**src/rtl/polytris_timing_pkg.sv**
```systemverilog
// Shared timing types and defaults for the falling-piece gravity/lock logic.
package polytris_timing_pkg;

    typedef enum logic [1:0] {
        FALL      = 2'd0,
        GROUNDED  = 2'd1,
        LOCK_WAIT = 2'd2
    } gt_state_e;

    localparam int unsigned DEF_CNT_W           = 26;
    localparam int unsigned DEF_NUM_LEVELS      = 16;
    localparam int unsigned DEF_BASE_PERIOD     = 48000000;
    localparam int unsigned DEF_LEVEL_STEP      = 5000000;
    localparam int unsigned DEF_MIN_PERIOD      = 3000000;
    localparam int unsigned DEF_SOFT_PERIOD     = 700000;
    localparam int unsigned DEF_LOCK_PERIOD     = 25000000;
    localparam int unsigned DEF_MAX_LOCK_RESETS = 15;

    localparam int RESETS_W = 8;

    // max(base - lvl*step, minp) without wrapping when the product overshoots.
    function automatic logic [63:0] level_period(input logic [63:0] lvl,
                                                 input logic [63:0] base,
                                                 input logic [63:0] step,
                                                 input logic [63:0] minp);
        logic [63:0] prod;
        prod = lvl * step;
        if (base < minp || prod > base - minp)
            level_period = minp;
        else
            level_period = base - prod;
    endfunction

endpackage

```
**src/rtl/gravity_period_calc.sv**
```systemverilog
// Combinational active fall period: level period with floor, optionally capped by soft drop.
module gravity_period_calc
    import polytris_timing_pkg::*;
#(
    parameter int unsigned CNT_W       = DEF_CNT_W,
    parameter int unsigned LVL_W       = 4,
    parameter int unsigned BASE_PERIOD = DEF_BASE_PERIOD,
    parameter int unsigned LEVEL_STEP  = DEF_LEVEL_STEP,
    parameter int unsigned MIN_PERIOD  = DEF_MIN_PERIOD,
    parameter int unsigned SOFT_PERIOD = DEF_SOFT_PERIOD
) (
    input  logic [LVL_W-1:0] level_i,
    input  logic             soft_drop_i,
    output logic [CNT_W-1:0] ap_o
);

    localparam logic [CNT_W-1:0] SOFT_P = CNT_W'(SOFT_PERIOD);

    logic [CNT_W-1:0] lp;

    // The product of an LVL_W level and a CNT_W step fits in the 64-bit helper.
    assign lp   = CNT_W'(level_period(64'(level_i), 64'(BASE_PERIOD),
                                      64'(LEVEL_STEP), 64'(MIN_PERIOD)));
    assign ap_o = (soft_drop_i && SOFT_P < lp) ? SOFT_P : lp;

endmodule

```
**src/rtl/gravity_lock_timer.sv**
```systemverilog
// Gravity tick generator and lock-delay timer with bounded move resets.
module gravity_lock_timer
    import polytris_timing_pkg::*;
#(
    parameter int unsigned CNT_W           = DEF_CNT_W,
    parameter int unsigned NUM_LEVELS      = DEF_NUM_LEVELS,
    parameter int unsigned BASE_PERIOD     = DEF_BASE_PERIOD,
    parameter int unsigned LEVEL_STEP      = DEF_LEVEL_STEP,
    parameter int unsigned MIN_PERIOD      = DEF_MIN_PERIOD,
    parameter int unsigned SOFT_PERIOD     = DEF_SOFT_PERIOD,
    parameter int unsigned LOCK_PERIOD     = DEF_LOCK_PERIOD,
    parameter int unsigned MAX_LOCK_RESETS = DEF_MAX_LOCK_RESETS,
    localparam int unsigned LVL_W          = $clog2(NUM_LEVELS)
) (
    input  logic             CLK,
    input  logic             RESET,
    input  logic             en,
    input  logic [LVL_W-1:0] level,
    input  logic             soft_drop,
    input  logic             grounded,
    input  logic             move_ack,
    input  logic             lock_ack,
    output logic             fall_tick,
    output logic             lock_req,
    output logic [1:0]       state
);

    localparam logic [CNT_W-1:0]    LOCK_LAST = CNT_W'(LOCK_PERIOD - 1);
    localparam logic [RESETS_W-1:0] MAX_R     = RESETS_W'(MAX_LOCK_RESETS);

    if ((64'(BASE_PERIOD) >> CNT_W) != 0 || (64'(SOFT_PERIOD) >> CNT_W) != 0 ||
        (64'(LOCK_PERIOD) >> CNT_W) != 0) begin : g_bad_width
        $error("gravity_lock_timer: a period does not fit in CNT_W bits");
    end
    if (MIN_PERIOD < 1 || SOFT_PERIOD < 1 || LOCK_PERIOD < 1) begin : g_bad_min
        $error("gravity_lock_timer: periods must be at least 1");
    end
    if (MAX_LOCK_RESETS >= 256) begin : g_bad_resets
        $error("gravity_lock_timer: MAX_LOCK_RESETS must be below 256");
    end
    if (NUM_LEVELS < 2 || CNT_W + LVL_W > 64) begin : g_bad_levels
        $error("gravity_lock_timer: unsupported NUM_LEVELS/CNT_W combination");
    end

    gt_state_e           state_q, state_d;
    logic [CNT_W-1:0]    fcnt_q, fcnt_d;
    logic [CNT_W-1:0]    lcnt_q, lcnt_d;
    logic [RESETS_W-1:0] resets_q, resets_d;
    logic                fall_tick_q, fall_tick_d;
    logic                lock_req_q, lock_req_d;

    logic [LVL_W-1:0]    lvl_c;
    logic [CNT_W-1:0]    ap;
    logic                move_ok;

    assign lvl_c = ({1'b0, level} >= (LVL_W+1)'(NUM_LEVELS)) ? LVL_W'(NUM_LEVELS - 1) : level;

    gravity_period_calc #(
        .CNT_W       (CNT_W),
        .LVL_W       (LVL_W),
        .BASE_PERIOD (BASE_PERIOD),
        .LEVEL_STEP  (LEVEL_STEP),
        .MIN_PERIOD  (MIN_PERIOD),
        .SOFT_PERIOD (SOFT_PERIOD)
    ) u_period (
        .level_i     (lvl_c),
        .soft_drop_i (soft_drop),
        .ap_o        (ap)
    );

    assign move_ok = move_ack && (resets_q < MAX_R);

    always_ff @(posedge CLK) begin
        if (RESET) begin
            state_q     <= FALL;
            fcnt_q      <= '0;
            lcnt_q      <= '0;
            resets_q    <= '0;
            fall_tick_q <= 1'b0;
            lock_req_q  <= 1'b0;
        end else begin
            state_q     <= state_d;
            fcnt_q      <= fcnt_d;
            lcnt_q      <= lcnt_d;
            resets_q    <= resets_d;
            fall_tick_q <= fall_tick_d;
            lock_req_q  <= lock_req_d;
        end
    end

    always_comb begin
        state_d     = state_q;
        fcnt_d      = fcnt_q;
        lcnt_d      = lcnt_q;
        resets_d    = resets_q;
        fall_tick_d = 1'b0;
        lock_req_d  = lock_req_q;

        // The lock handshake completes even while paused.
        if (state_q == LOCK_WAIT && lock_ack) begin
            state_d    = FALL;
            fcnt_d     = '0;
            lcnt_d     = '0;
            resets_d   = '0;
            lock_req_d = 1'b0;
        end else if (en) begin
            case (state_q)
                FALL: begin
                    if (grounded) begin
                        state_d = GROUNDED;
                        fcnt_d  = '0;
                        lcnt_d  = '0;
                    end else if (fcnt_q >= ap - CNT_W'(1)) begin
                        fcnt_d      = '0;
                        fall_tick_d = 1'b1;
                    end else begin
                        fcnt_d = fcnt_q + CNT_W'(1);
                    end
                end
                GROUNDED: begin
                    fcnt_d = '0;
                    if (!grounded) begin
                        state_d = FALL;
                        lcnt_d  = '0;
                    end else if (move_ok) begin
                        lcnt_d   = '0;
                        resets_d = resets_q + RESETS_W'(1);
                    end else if (lcnt_q == LOCK_LAST) begin
                        state_d    = LOCK_WAIT;
                        lock_req_d = 1'b1;
                    end else begin
                        lcnt_d = lcnt_q + CNT_W'(1);
                    end
                end
                LOCK_WAIT: ;
                default: state_d = FALL;
            endcase
        end
    end

    assign fall_tick = fall_tick_q;
    assign lock_req  = lock_req_q;
    assign state     = state_q;

endmodule

```
**config.mk**
```make
export PLATFORM = sky130hd
export DESIGN_NAME = gravity_lock_timer
export DESIGN_NICKNAME = d
export VERILOG_FILES = /design/src/rtl/polytris_timing_pkg.sv /design/src/rtl/gravity_period_calc.sv /design/src/rtl/gravity_lock_timer.sv
export SDC_FILE = /design/constraint.sdc
export NUM_CORES = 1
export LEC_CHECK = 0
export BUFFER_PORTS_ARGS = -buffer_cell sky130_fd_sc_hd__buf_4
export CORE_UTILIZATION = 40
export CTS_CLUSTER_SIZE = 8
export DETAILED_ROUTE_END_ITERATION = 12
export PLACE_DENSITY = 0.54
export SYNTH_ARGS = -nofsm -noshare
export SYNTH_HDL_FRONTEND = slang
export SYNTH_SLANG_ARGS = --single-unit
```
**constraint.sdc**
```tcl
create_clock -name CLK -period 8.9 [get_ports CLK]
set_input_delay 0.89 -clock CLK [delete_from_list [all_inputs] [get_ports CLK]]
set_output_delay 0.89 -clock CLK [all_outputs]
set_load 0.02 [all_outputs]
```
Yosys cells after proc, flatten, opt, wreduce, memory -nomap -nowiden
Index checks and enable logic that the tools add are counted.
W data, S select, Z words.
{"block": "op_classes", "add_sub_neg": 5, "n_mul": 1, "div": 0, "magnitude_cmp": 4, "n_eq_ne": 7, "n_shift": 0, "n_mux": 16, "bitwise": 4, "n_reduce_logical": 12}
{"operator": "$mux W26", "count": 8}
{"operator": "$pmux W26 S2", "count": 2}
{"operator": "$add A26 B1 Y26 const B", "count": 2}
{"operator": "$gt A27 B26 Y1 const B", "count": 1}
{"operator": "$eq A26 B25 Y1 const B", "count": 1}
{"operator": "$ge A26 B26 Y1", "count": 1}
{"operator": "$lt A20 B26 Y1 const A", "count": 1}
{"operator": "$sub A26 B1 Y26 const B", "count": 1}
{"operator": "$sub A26 B26 Y26 const A", "count": 1}
{"operator": "$mul A4 B17 Y21 const B", "count": 1}
{"operator": "$reduce_and A5 Y1", "count": 2}
{"operator": "$add A8 B1 Y8 const B", "count": 1}
{"operator": "$lt A8 B4 Y1 const B", "count": 1}
{"operator": "$mux W2", "count": 4}
{"operator": "$reduce_and A4 Y1", "count": 2}
{"operator": "$ne A3 B3 Y1 const B", "count": 2}
{"operator": "$pmux W2 S3", "count": 1}
{"operator": "$reduce_or A5 Y1", "count": 1}
{"operator": "$ne A4 B4 Y1 const B", "count": 1}
{"operator": "$not A1 Y1", "count": 4}
{"operator": "$logic_and A1 B1 Y1", "count": 3}
{"operator": "$eq A2 B1 Y1 const B", "count": 1}
{"operator": "$eq A2 B2 Y1 const B", "count": 1}
{"operator": "$logic_not A2 Y1", "count": 1}
{"operator": "5 further kinds", "count": 5}
{"block": "totals", "register_bits": 64, "latch_bits": 0, "ramBits": 0, "romBits": 0, "inputBits": 11, "output_inout_bits": 4, "word_cells": 55, "memories": 0}

Depth between registers and ports, before layout
Gate-level depths: netlist of the first run.
{"block": "depth", "word_depth": 11, "mapped_depth": 39, "depth_no_buf": 34}

By module
A second synthesis of the first run with hierarchy kept.
{"block": "hier_totals", "cells_unflattened": 743, "area_unflattened_um2": 6060.8}
{"module": "gravity_lock_timer", "n_inst": 1, "cells_each": 508, "area_each_um2": 4249.1, "seq_area_each_um2": 1281.2}
{"module": "gravity_period_calc", "n_inst": 1, "cells_each": 235, "area_each_um2": 1811.7, "seq_area_each_um2": 0.0}

Worst setup path after synthesis of the first run
No wires, ideal clock.
{"block": "synth_timing", "kind": "input to register", "from": "in level[2]", "to": "reg fcnt_q[14]", "setup_time_ps": 74, "arrival_ps": 7784, "t_required_ps": 8826, "slack_ps": 1041, "cell_stages": 36, "path_buffers": 4, "cell_sequence": "clkbuf_1 > inv_1 > ha_1 > inv_1 > fa_1 > ha_1 > a211oi_1 > o21a_1 > buf_6 > o21ai_1 > xnor2_1 > o21ai_0 > a21o_1 > a221o_1 > nand2_1 > buf_6 > and3_1 > ha_1 > nand2_1 > nor2_1 > o211ai_1 > nor4_4 > o311a_2 > o311ai_1 > or3_1 > a21bo_1 > ha_1 > nor2b_1 > o21ai_0 > nand2b_1 > a31oi_1 > o211a_1 > and2_1 > clkbuf_1 > o21ai_0 > a31oi_1"}
{"block": "synth_via", "elab_chain_cells": 11, "word_cells_on_any_way": 12, "cone_classes": "add/sub: 2; mul: 1; order compare: 3; mux: 5; reduce/logical: 1"}
{"item": "from (decl)", "line": "gravity_lock_timer.sv:18", "text": "input logic [LVL_W-1:0] level,"}
{"item": "$mul A4 B17 Y21 *", "line": "polytris_timing_pkg.sv:27", "text": "prod = lvl * step;"}
{"item": "$sub A26 B26 Y26 / $gt A27 B26 Y1 (equally long branches)", "line": "polytris_timing_pkg.sv:31, polytris_timing_pkg.sv:28"}
{"item": "$mux W26 *", "line": "polytris_timing_pkg.sv:28", "text": "if (base < minp || prod > base - minp)"}
{"item": "$lt A20 B26 Y1", "line": "gravity_period_calc.sv:24", "text": "assign ap_o = (soft_drop_i && SOFT_P < lp) ? SOFT_P : lp;"}
{"item": "$logic_and A1 B1 Y1", "line": "gravity_period_calc.sv:24"}
{"item": "$mux W26 *", "line": "gravity_period_calc.sv:24"}
{"item": "$sub A26 B1 Y26 *", "line": "gravity_lock_timer.sv:113", "text": "end else if (fcnt_q >= ap - CNT_W'(1)) begin"}
{"item": "$ge A26 B26 Y1 *", "line": "gravity_lock_timer.sv:113"}
{"item": "$mux W26 *", "line": "gravity_lock_timer.sv:113"}
{"item": "$mux W26 *", "line": "gravity_lock_timer.sv:109", "text": "if (grounded) begin"}
{"item": "$pmux W26 S2 *", "line": "gravity_lock_timer.sv:107", "text": "case (state_q)"}
{"item": "to (signal assigned)", "line": "gravity_lock_timer.sv:83", "text": "fcnt_q <= fcnt_d;"}
{"item": "to (decl)", "line": "gravity_lock_timer.sv:46", "text": "logic [CNT_W-1:0] fcnt_q, fcnt_d;"}
Mark *: on every way between the ends. The rest lies on a longest branch, timed or not.
A chain may end at the register's enable or synchronous reset.

Final worst setup path of the first run
{"block": "layout_timing", "from": "in level[1]", "to": "reg fcnt_q[14]"}
Same word-level chain as after synthesis.

==> results by group, run 1 <==
Yosys
  • Sequential area share after synthesis: 0.233
  • Primary FF master, synth: dfxtp_1
  • Top post-synthesis cells by area: dfxtp_1 23%, ha_1 12%, xnor2_1 6.5%
  • Post-synthesis cell area: 0.00549 mm²
  • Synth Instances: between 700 and 800
  • Post-synth top area share: 0.233
  • Synth top cells by count: 78 x nor2_1, 72 x nand2_1, 64 x dfxtp_1
  • Syn Area/Cell: 7.83 µm²
  • Mapped Nets: between 700 and 800
  • Yosys warns: 0
  • Number of synthesized flops with an enable pin: 0
  • Top-count cell post-synth: nor2_1
  • FF+latch count, synth: 64
  • FFs w/ async S/R, synth: 0
  • Synth cell types: 74
  • Area leader, netlist: dfxtp_1

Place
  • RD Place Congestion: roughly 0.86
  • Inst Count DP: 874
  • Post-place setup slack: around 0.20 ns
  • Post-DP HPWL: a little over 10000 µm
  • Port bufs: 14

Power
  • Pwr/cell area: between 150 and 200 mW/mm²
  • Switch Pwr: between 300 and 400 µW
  • Worst VDD drop: just under 0.00009 V
  • Flop pwr share: 0.309
  • Sw Share: 0.356
  • Logic pwr share: 0.362
  • Internal power: between 600 and 700 µW
  • Clk pwr share: 0.330
  • Total power: 951 µW
  • Static Leak: around 0.0024 µW

Routing
  • Vias per inst: between 5 and 6
  • DRT iter0 DRCs: 237
  • Post-DRT Antenna Nets: 0
  • Via count: a little over 5000
  • Drt drc: 0
  • First-pass iteration count of the detailed router: 6
  • WL/cell: about 15 µm
  • Final wirelength: 13600 µm

Clock network
  • Skew-Pair Late Insertion Delay: 0.33 ns
  • Clock sinks: between 60 and 70
  • H-tree depth: 3
  • Clock transition at path regs: about 0.050 ns
  • Clk buf depth: 2
  • Post-CTS Setup Repair Bufs: 0
  • Root buf cell: clkbuf_16
  • CTS tree: built
  • Num CTS Buffers: 9

STA
  • Actual slew at the worst max-slew pin: ~0.9 ns
  • Clock Skews: about 0.011 ns
  • Max Freq: around 120 MHz
  • Fin worst setup slack: 0.591 ns
  • Fin Setup TNS: 0 ns
  • Final Critical Period: about 8.3 ns
  • Final hold viol count: 0
  • Worst slew margin: 0.413
  • Final setup fails: 0
  • RSZ-0062 raised after global routing: false
  • Slew Limit Fails: 0
  • Period utilization: 0.934

Worst setup path
  • CP max stage cell: fa_1
  • Crit path to: fcnt_q[14]$_SDFFE_PP0P_
  • R2R Setup Slk: approximately 5.9 ns
  • Crit path arrival time: between 8 and 9 ns
  • Launching point of the worst reg2reg path: fcnt_q[11]$_SDFFE_PP0P_
  • Most frequent CP cell: ha_1
  • Worst Reg2Reg Path Length in Cells: 11
  • Worst setup path start: level[1]
  • Slowest Stage Delay on Critical Path: between 0.4 and 0.5 ns
  • Worst Path Max Fanout: 17
  • RR Endpoint: fcnt_q[14]$_SDFFE_PP0P_
  • Startpoint Class: input pin
  • Critical Setup Path Class: input pin to flop
  • Crit end category: flop
  • Worst EP required: 9.14 ns

Cells and area
  • Share of post-route cells with drive strength above 1: 0.0912
  • Nets@finish: about 770
  • Area added between synthesis and finish: 9.41%
  • Antenna cells: 0
  • Non-filler cells, final: around 890
  • Util after Layout: 0.452

Floorplanning
  • Num rows: 42
  • Chip height: 119 µm
  • Area of the core: between 0.01 and 0.015 mm²
  • # IOs: 15
  • Die area: ~0.014 mm²
  • Chip width: about 120 µm
  • Starting Density: 0.413

Run
  • Max Cap Viol: 0

Hold path
  • Hold Path Origin: resets_q[6]$_SDFFE_PP0P_
  • Hold/Removal Path Class: flop to flop

GRT
  • Largest net degree at the start of global routing: 27
  • First-pass GRT wire length: between 20000 and 25000 µm
  • Grt total ovfl: 0
  • Vias in the first global route: approximately 4800
  • GRT Total Usage: 0.199
  • Initial antenna violation count: 0

Outcome
  • Status: finished, final reports clean
## worst min path at each step
stage	to	slack, ns	cells past startpoint
3_5_place_dp	resets_q[6]$_SDFFE_PP0P_	0.45	1
3_3_place_gp	resets_q[6]$_SDFFE_PP0P_	0.44	1
6_report	resets_q[6]$_SDFFE_PP0P_	0.46	1
5_1_grt	resets_q[6]$_SDFFE_PP0P_	0.48	1
2_1_floorplan	resets_q[4]$_SDFFE_PP0P_	0.43	1
4_1_cts	resets_q[6]$_SDFFE_PP0P_	0.46	1
## power groups by stage
stage	clock network [µW]	logic (µW)	registers [µW]
after floorplan	0	270	299
after global placement	0	338	300
after detailed placement	0	339	300
after CTS	322	341	293
after global routing	335	385	294
final	313	344	294
## stage by stage
step | area [µm²] | hold slack, ns
after floorplan | 5490 | 0.430
after detailed placement | 5730 | 0.449
after global routing | 6010 | 0.479
after global placement | 5730 | 0.443
final | 6010 | 0.462
after CTS | 6000 | 0.463
## registers in the layout, indices dropped and copies added, names as in the netlist
register	flops
fcnt_q	26
resets_q	8
fall_tick	1
lock_req	1
lcnt_q	26
state	2
## critical path, delay by kind of cell
kind,cells,cell delay [ns]
fa+ha+maj,6,1.78
xor+xnor,1,0.29
buf+inv,2,0.40
compound gates,14,3.09
simple gates,11,2.07
## area by class of cell
type / count / area, µm²
tap: 176 / 220
sequential: 64 / 1280
clock inverter: 5 / 35.0
inverter: 14 / 52.6
multi-input combinational: 601 / 4050
clock buffer: 10 / 229
fill: 1346 / 7290
timing repair buffer: 19 / 143
## metal layers
layer	vias to the layer above	part of all wire	global-route usage
li1	2569	-	-
met5	-	0	0
met1	2387	0.48	0.251
met3	23	0.040	0.0393
met2	97	0.47	0.340
met4	0	0.015	0.0601
## placed cells by master (no fill, tap or decap), types with 16 or more instances in the layout
cell and n:
nor2_1 78, xnor2_1 40, o21ai_0 44, a21oi_1 31, and3_1 16, a31oi_1 18, ha_1 52, buf_4 19
xor2_1 27, a21o_1 19, nand2_1 72, nand3_1 42, dfxtp_1 64
## what timing repair did
action	4_1_cts	5_1_grt
setup endpoints to repair	0	16
resized for setup	0	2
hold buffers	0	0
## logic make-up after synthesis
logic type	share of synthesized area
muxes	0.0173
adders and majority gates	0.126
DFF	0.233
xor gates and xnor gates	0.111
AOI/OAI and AO/OA	0.195
and+or+nand+nor	0.286
buffers and inverters	0.0312
No activity file was read; power rests on OpenSTA's default activity.
==> inputs of run 2 (changes only) <==
--- a/config.mk
+++ b/config.mk
@@ -6,6 +6,7 @@
 export NUM_CORES = 1
 export LEC_CHECK = 0
 export BUFFER_PORTS_ARGS = -buffer_cell sky130_fd_sc_hd__buf_4
+export CORE_MARGIN = 2
 export CORE_UTILIZATION = 40
 export CTS_CLUSTER_SIZE = 8
 export DETAILED_ROUTE_END_ITERATION = 12
==> results by group, run 2 (synthesis results as in run 1) <==
Hold path
  • Hold Path Origin: resets_q[7]$_SDFFE_PP0P_ (was resets_q[6]$_SDFFE_PP0P_)
  • Hold/Removal Path Class: flop to flop (unchanged)

Cells and area
  • Share of post-route cells with drive strength above 1: 0.0964 (was 0.0912)
  • Most common cell after layout, fill and taps aside: nor2_1 (unchanged)
  • Nets@finish: 776 (was 774)
  • Most frequent cells in the layout: 78 x nor2_1, 72 x nand2_1, 64 x dfxtp_1 (unchanged)
  • # fillers: 1359 (was 1346)
  • Area added between synthesis and finish: 11.4% (was 9.41%)
  • Largest registers: fcnt_q x26, lcnt_q x26, resets_q x8 (unchanged)
  • Antenna cells: 0 (unchanged)

Worst setup path
  • Worst setup path start: level[1] (unchanged)
  • Most frequent CP cell: ha_1 (unchanged)
  • Worst Path Max Fanout: 14 (was 17)
  • Crit end category: flop (unchanged)
  • Crit path buf inv count: 2 (unchanged)
  • Startpoint Class: input pin (unchanged)
  • Slowest Stage Delay on Critical Path: 0.42 ns (was 0.43 ns)
  • Critical path's top delay family: compound AO/OA/AOI/OAI gates (unchanged)
  • Worst EP required: 9.15 ns (was 9.14 ns)
  • Crit path arrival time: 8.58 ns (was 8.55 ns)
  • Critical Setup Path Class: input pin to flop (unchanged)
  • CP max stage cell: fa_1 (unchanged)
  • Launching point of the worst reg2reg path: fcnt_q[15]$_SDFFE_PP0P_ (was fcnt_q[11]$_SDFFE_PP0P_)

Place
  • RD Place Congestion: 0.852 (was 0.858)
  • Port bufs: 14 (unchanged)
  • Post-DP HPWL: 10400 µm (was 10300 µm)
  • Post-place setup slack: 0.258 ns (was 0.203 ns)

Routing
  • First-pass iteration count of the detailed router: 5 (was 6)
  • Final wirelength: 13600 µm (about the same)
  • Via count: 5049 (was 5076)
  • Drt drc: 0 (unchanged)
  • Vias per inst: 5.66 (was 5.71)
  • DRT iter0 DRCs: 282 (was 237)
  • WL/cell: 15.2 µm (was 15.3 µm)
  • Post-DRT Antenna Nets: 0 (unchanged)

GRT
  • GRT Total Usage: 0.189 (was 0.199)
  • Largest net degree at the start of global routing: 27 (unchanged)
  • Vias in the first global route: 4740 (was 4807)
  • First-pass GRT wire length: 22600 µm (was 23100 µm)
  • Initial antenna violation count: 0 (unchanged)
  • Grt total ovfl: 0 (unchanged)

Floorplanning
  • Area of the core: 0.0133 mm² (about the same)
  • # IOs: 15 (unchanged)
  • Starting Density: 0.411 (was 0.413)
  • Die area: 0.0147 mm² (was 0.0142 mm²)
  • Chip height: 121 µm (was 119 µm)
  • Chip width: 121 µm (was 119 µm)
  • Num rows: 42 (unchanged)

STA
  • Period utilization: 0.936 (was 0.934)
  • Final Critical Period: 8.33 ns (was 8.31 ns)
  • Worst slew margin: 0.351 (was 0.413)
  • Fin Setup TNS: 0 ns (unchanged)
  • RSZ-0062 raised after global routing: false (unchanged)
  • Max Freq: 120 MHz (about the same)
  • Slew Limit Fails: 0 (unchanged)
  • Final hold viol count: 0 (unchanged)
  • Clock Skews: 0.00658 ns (was 0.0110 ns)
  • Actual slew at the worst max-slew pin: 0.968 ns (was 0.878 ns)
  • Fin worst setup slack: 0.573 ns (was 0.591 ns)
  • Final setup fails: 0 (unchanged)

Clock network
  • CTS tree: built (unchanged)
  • Post-CTS Setup Repair Bufs: 0 (unchanged)
  • Num CTS Buffers: 9 (unchanged)
  • Root buf cell: clkbuf_16 (unchanged)
  • Skew-Pair Late Insertion Delay: 0.33 ns (about the same)
  • Clock sinks: 64 (unchanged)
  • Clk buf depth: 2 (unchanged)
  • Clock transition at path regs: 0.06 ns (was 0.05 ns)
  • H-tree depth: 3 (unchanged)

Power
  • Worst VDD drop: 0.0000781 V (was 0.0000869 V)
  • Static Leak: 0.00242 µW (was 0.00236 µW)
  • Pwr/cell area: 172 mW/mm² (was 158 mW/mm²)

Run
  • Max Cap Viol: 0 (unchanged)

Outcome
  • Status: finished, final reports clean (unchanged)
## run 2: cell types whose count changed in the layout (fill, tap and decap cells not counted)
cell,change
clkinv_2,-2
clkinv_4,-1
clkbuf_8,+1
bufinv_16,+3
xnor2_2,+1
clkbuf_1,-1
o21a_1,+1
o21a_2,-1
inv_6,+1
buf_4,+2
xnor2_1,-1
## run 2: path summary, 6_finish.rpt
path                                                  to  slack [ns]  cells after the start
worst max-delay path             fcnt_q[15]$_SDFFE_PP0P_        0.57                     34
worst min-delay path            resets_q[7]$_SDFFE_PP0P_        0.46                      1
worst max register to register   fcnt_q[15]$_SDFFE_PP0P_        5.91                     11
worst min register to register  resets_q[7]$_SDFFE_PP0P_        0.46                      1
## run 2: area by class of cell
type | instances | area (µm²) | share of cell area
inverters | 14 | 52.6 | 0.00859
clock inverters | 6 | 115 | 0.0188
repair buffers | 21 | 158 | 0.0258
flip-flops and latches | 64 | 1280 | 0.209
well taps | 176 | 220 | 0.0360
multi-input cells | 601 | 4050 | 0.662
clock buffers | 10 | 239 | 0.0391
## run 2: stage by stage
| step | area, µm² | utilization | power, µW | hold WS (ns) | cells |
|---|---|---|---|---|---|
| 3_5_place_dp | 5750 | 0.431 | 641 | 0.447 | 876 |
| 4_1_cts | 6100 | 0.457 | 1060 | 0.466 | 892 |
| 5_1_grt | 6120 | 0.458 | 1110 | 0.486 | 892 |
| 6_report | 6120 | 0.458 | 1050 | 0.463 | 892 |
| 2_1_floorplan | 5490 | - | 568 | 0.430 | 701 |
| 3_3_place_gp | 5750 | 0.431 | 638 | 0.443 | 876 |
## run 2: power breakdown
part	internal (µW)	switching (µW)
clock network	282	131
logic	138	207
registers	290	3.78
total	710	341
## run 2: per-layer routing
metal / vias up / share of wire / track usage
li1: 2569 / - / -
met4: 0 / 0.014 / 0.0445
met5: - / 0 / 0
met1: 2384 / 0.48 / 0.245
met2: 79 / 0.48 / 0.322
met3: 17 / 0.030 / 0.0367
## run 2: worst reg2reg max path, cell delays in order (launching register included)
cell and delay, ns:
dfxtp_1 0.43, ha_1 0.28, a21o_1 0.18, a21o_1 0.17, a21oi_1 0.13, o21ai_0 0.14, a221oi_1 0.55, o211a_1 0.27
and2_1 0.28, buf_4 0.25, nand2_1 0.07, a31oi_1 0.15
## run 2: what timing repair did
| item | 4_1_cts | 5_1_grt |
|---|---|---|
| setup endpoints to repair | 0 | 12 |
| resized for setup | 0 | 2 |
| hold buffers | 0 | 0 |
| hold endpoints to repair | 0 | 0 |
==> inputs of run 3 (changes only) <==
--- a/config.mk
+++ b/config.mk
@@ -11,6 +11,7 @@
 export CTS_CLUSTER_SIZE = 8
 export DETAILED_ROUTE_END_ITERATION = 12
 export PLACE_DENSITY = 0.54
+export RECOVER_POWER = 100
 export SYNTH_ARGS = -nofsm -noshare
 export SYNTH_HDL_FRONTEND = slang
 export SYNTH_SLANG_ARGS = --single-unit
==> results by group, run 3 (synthesis results as in run 1) <==
Outcome
  • Status: finished, final reports clean (unchanged)

Clock network
  • H-tree depth: 3 (unchanged)
  • CTS tree: built (unchanged)
  • Num CTS Buffers: 9 (unchanged)
  • Clock sinks: 64 (unchanged)
  • Root buf cell: clkbuf_16 (unchanged)
  • Clock transition at path regs: 0.06 ns (about the same)
  • Clk buf depth: 2 (unchanged)
  • Post-CTS Hold Buffers: 0 (unchanged)
  • Skew-Pair Late Insertion Delay: 0.33 ns (about the same)
  • Post-CTS Setup Repair Bufs: 0 (unchanged)
  • Cts repair resizes: 0 (unchanged)

Power
  • Static Leak: 0.00239 µW (was 0.00242 µW)
  • Worst VDD drop: 0.0000786 V (was 0.0000781 V)
  • Pwr/cell area: 173 mW/mm² (was 172 mW/mm²)

Worst setup path
  • Crit end category: flop (unchanged)
  • Worst EP required: 9.11 ns (was 9.15 ns)
  • Crit path arrival time: 8.54 ns (was 8.58 ns)
  • Critical Setup Path Class: input pin to flop (unchanged)
  • CP max stage cell: fa_1 (unchanged)
  • Most frequent CP cell: ha_1 (unchanged)
  • Critical path's top delay family: compound AO/OA/AOI/OAI gates (unchanged)
  • Startpoint Class: input pin (unchanged)
  • Worst Path Max Fanout: 22 (was 14)
  • Crit path buf inv count: 2 (unchanged)
  • Slowest Stage Delay on Critical Path: 0.42 ns (about the same)

Cells and area
  • Nets@finish: 776 (unchanged)
  • Most frequent cells in the layout: 78 x nor2_1, 72 x nand2_1, 64 x dfxtp_1 (unchanged)
  • Most common cell after layout, fill and taps aside: nor2_1 (unchanged)
  • Share of post-route cells with drive strength above 1: 0.0880 (was 0.0964)
  • Largest registers: fcnt_q x26, lcnt_q x26, resets_q x8 (unchanged)
  • Area added between synthesis and finish: 11.0% (was 11.4%)
  • Antenna cells: 0 (unchanged)
  • Finished Cell Area: 0.00609 mm² (was 0.00612 mm²)

GRT
  • Met2 usage: 0.322 (unchanged)
  • Initial antenna violation count: 0 (unchanged)
  • First-pass GRT wire length: 22600 µm (unchanged)
  • Grt met3 use: 0.0367 (unchanged)
  • Grt total ovfl: 0 (unchanged)
  • Vias in the first global route: 4740 (unchanged)
  • Met1 GRT Util: 0.245 (unchanged)
  • Most used routing layer in global routing: met2 (unchanged)
  • GRT Total Usage: 0.189 (unchanged)
  • Largest net degree at the start of global routing: 27 (unchanged)

Floorplanning
  • Area of the core: 0.0133 mm² (unchanged)
  • Chip height: 121 µm (unchanged)
  • Num rows: 42 (unchanged)
  • Starting Density: 0.411 (unchanged)
  • Die area: 0.0147 mm² (unchanged)
  • Chip width: 121 µm (unchanged)
  • # IOs: 15 (unchanged)

STA
  • Max Freq: 120 MHz (about the same)
  • Final Critical Period: 8.33 ns (about the same)
  • Fin Setup TNS: 0 ns (unchanged)
  • Actual slew at the worst max-slew pin: 0.978 ns (was 0.968 ns)
  • Worst slew margin: 0.344 (was 0.351)
  • Slew Limit Fails: 0 (unchanged)
  • Clock Skews: 0.00639 ns (was 0.00658 ns)
  • Final hold viol count: 0 (unchanged)
  • Period utilization: 0.936 (about the same)
  • RSZ-0062 raised after global routing: false (unchanged)
  • Final setup fails: 0 (unchanged)

Routing
  • Via count: 5042 (was 5049)
  • DRT iter0 DRCs: 300 (was 282)
  • First-pass iteration count of the detailed router: 7 (was 5)
  • Vias per inst: 5.65 (was 5.66)
  • WL/cell: 15.2 µm (about the same)
  • Final wirelength: 13600 µm (about the same)
  • Post-DRT Antenna Nets: 0 (unchanged)
  • Drt drc: 0 (unchanged)

Run
  • Max Cap Viol: 0 (unchanged)

Hold path
  • Hold/Removal Path Class: flop to flop (unchanged)

Place
  • Port bufs: 14 (unchanged)
  • RD Place Congestion: 0.852 (unchanged)
  • Post-DP HPWL: 10400 µm (unchanged)
  • Area after DPL: 0.00575 mm² (unchanged)
run 3: changes by cell type in the layout (fill, tap and decap cells not counted), sizes merged:
cell | before | now
buf | 21 | 14
clkbuf | 10 | 17
run 3: worst paths after layout:
kind	slack, ns	depth (start not counted)	endpoint	from
worst max-delay path	0.57	33	fcnt_q[11]$_SDFFE_PP0P_	level[1]
worst min register to register	0.46	1	resets_q[5]$_SDFFE_PP0P_	resets_q[5]$_SDFFE_PP0P_
worst max register to register	5.91	11	fcnt_q[15]$_SDFFE_PP0P_	fcnt_q[15]$_SDFFE_PP0P_
worst min-delay path	0.46	1	resets_q[5]$_SDFFE_PP0P_	resets_q[5]$_SDFFE_PP0P_
run 3: report_power, final:
part           internal, µW  switching, µW
clock                   282            131
sequential              290           3.78
combinational           137            207
total                   709            342
run 3: worst register-to-register path, cell delays in order (launching register included):
cell and delay [ns]:
dfxtp_1 0.42, ha_1 0.28, a21o_1 0.18, a21o_1 0.17, a21oi_1 0.13, o21ai_0 0.14, a221oi_1 0.55, o211a_1 0.27
and2_1 0.28, buf_4 0.25, nand2_1 0.07, a31oi_1 0.15
run 3: final cells by class:
cell class	count	area, µm²
Clock buffer	10	239
Clock inverter	6	115
Fill cell	1366	7250
Inverter	14	52.6
Multi-Input combinational cell	601	4050
Sequential cell	64	1280
Tap cell	176	220
Timing Repair Buffer	21	133
run 3: layer usage:
metal	wire, µm	vias to the layer above
met5	0	-
met4	184	0
met3	442	18
met2	6470	90
met1	6500	2363
li1	-	2571
run 3: stage by stage:
stage,power (µW),util,cells,worst slack [ns],hold slack (ns)
5_1_grt,1110,0.457,892,0.00788,0.488
4_1_cts,1060,0.457,892,0.575,0.466
6_report,1050,0.457,892,0.567,0.464
3_3_place_gp,638,0.431,876,0.420,0.443
2_1_floorplan,568,-,701,1.04,0.430
3_5_place_dp,641,0.431,876,0.258,0.447
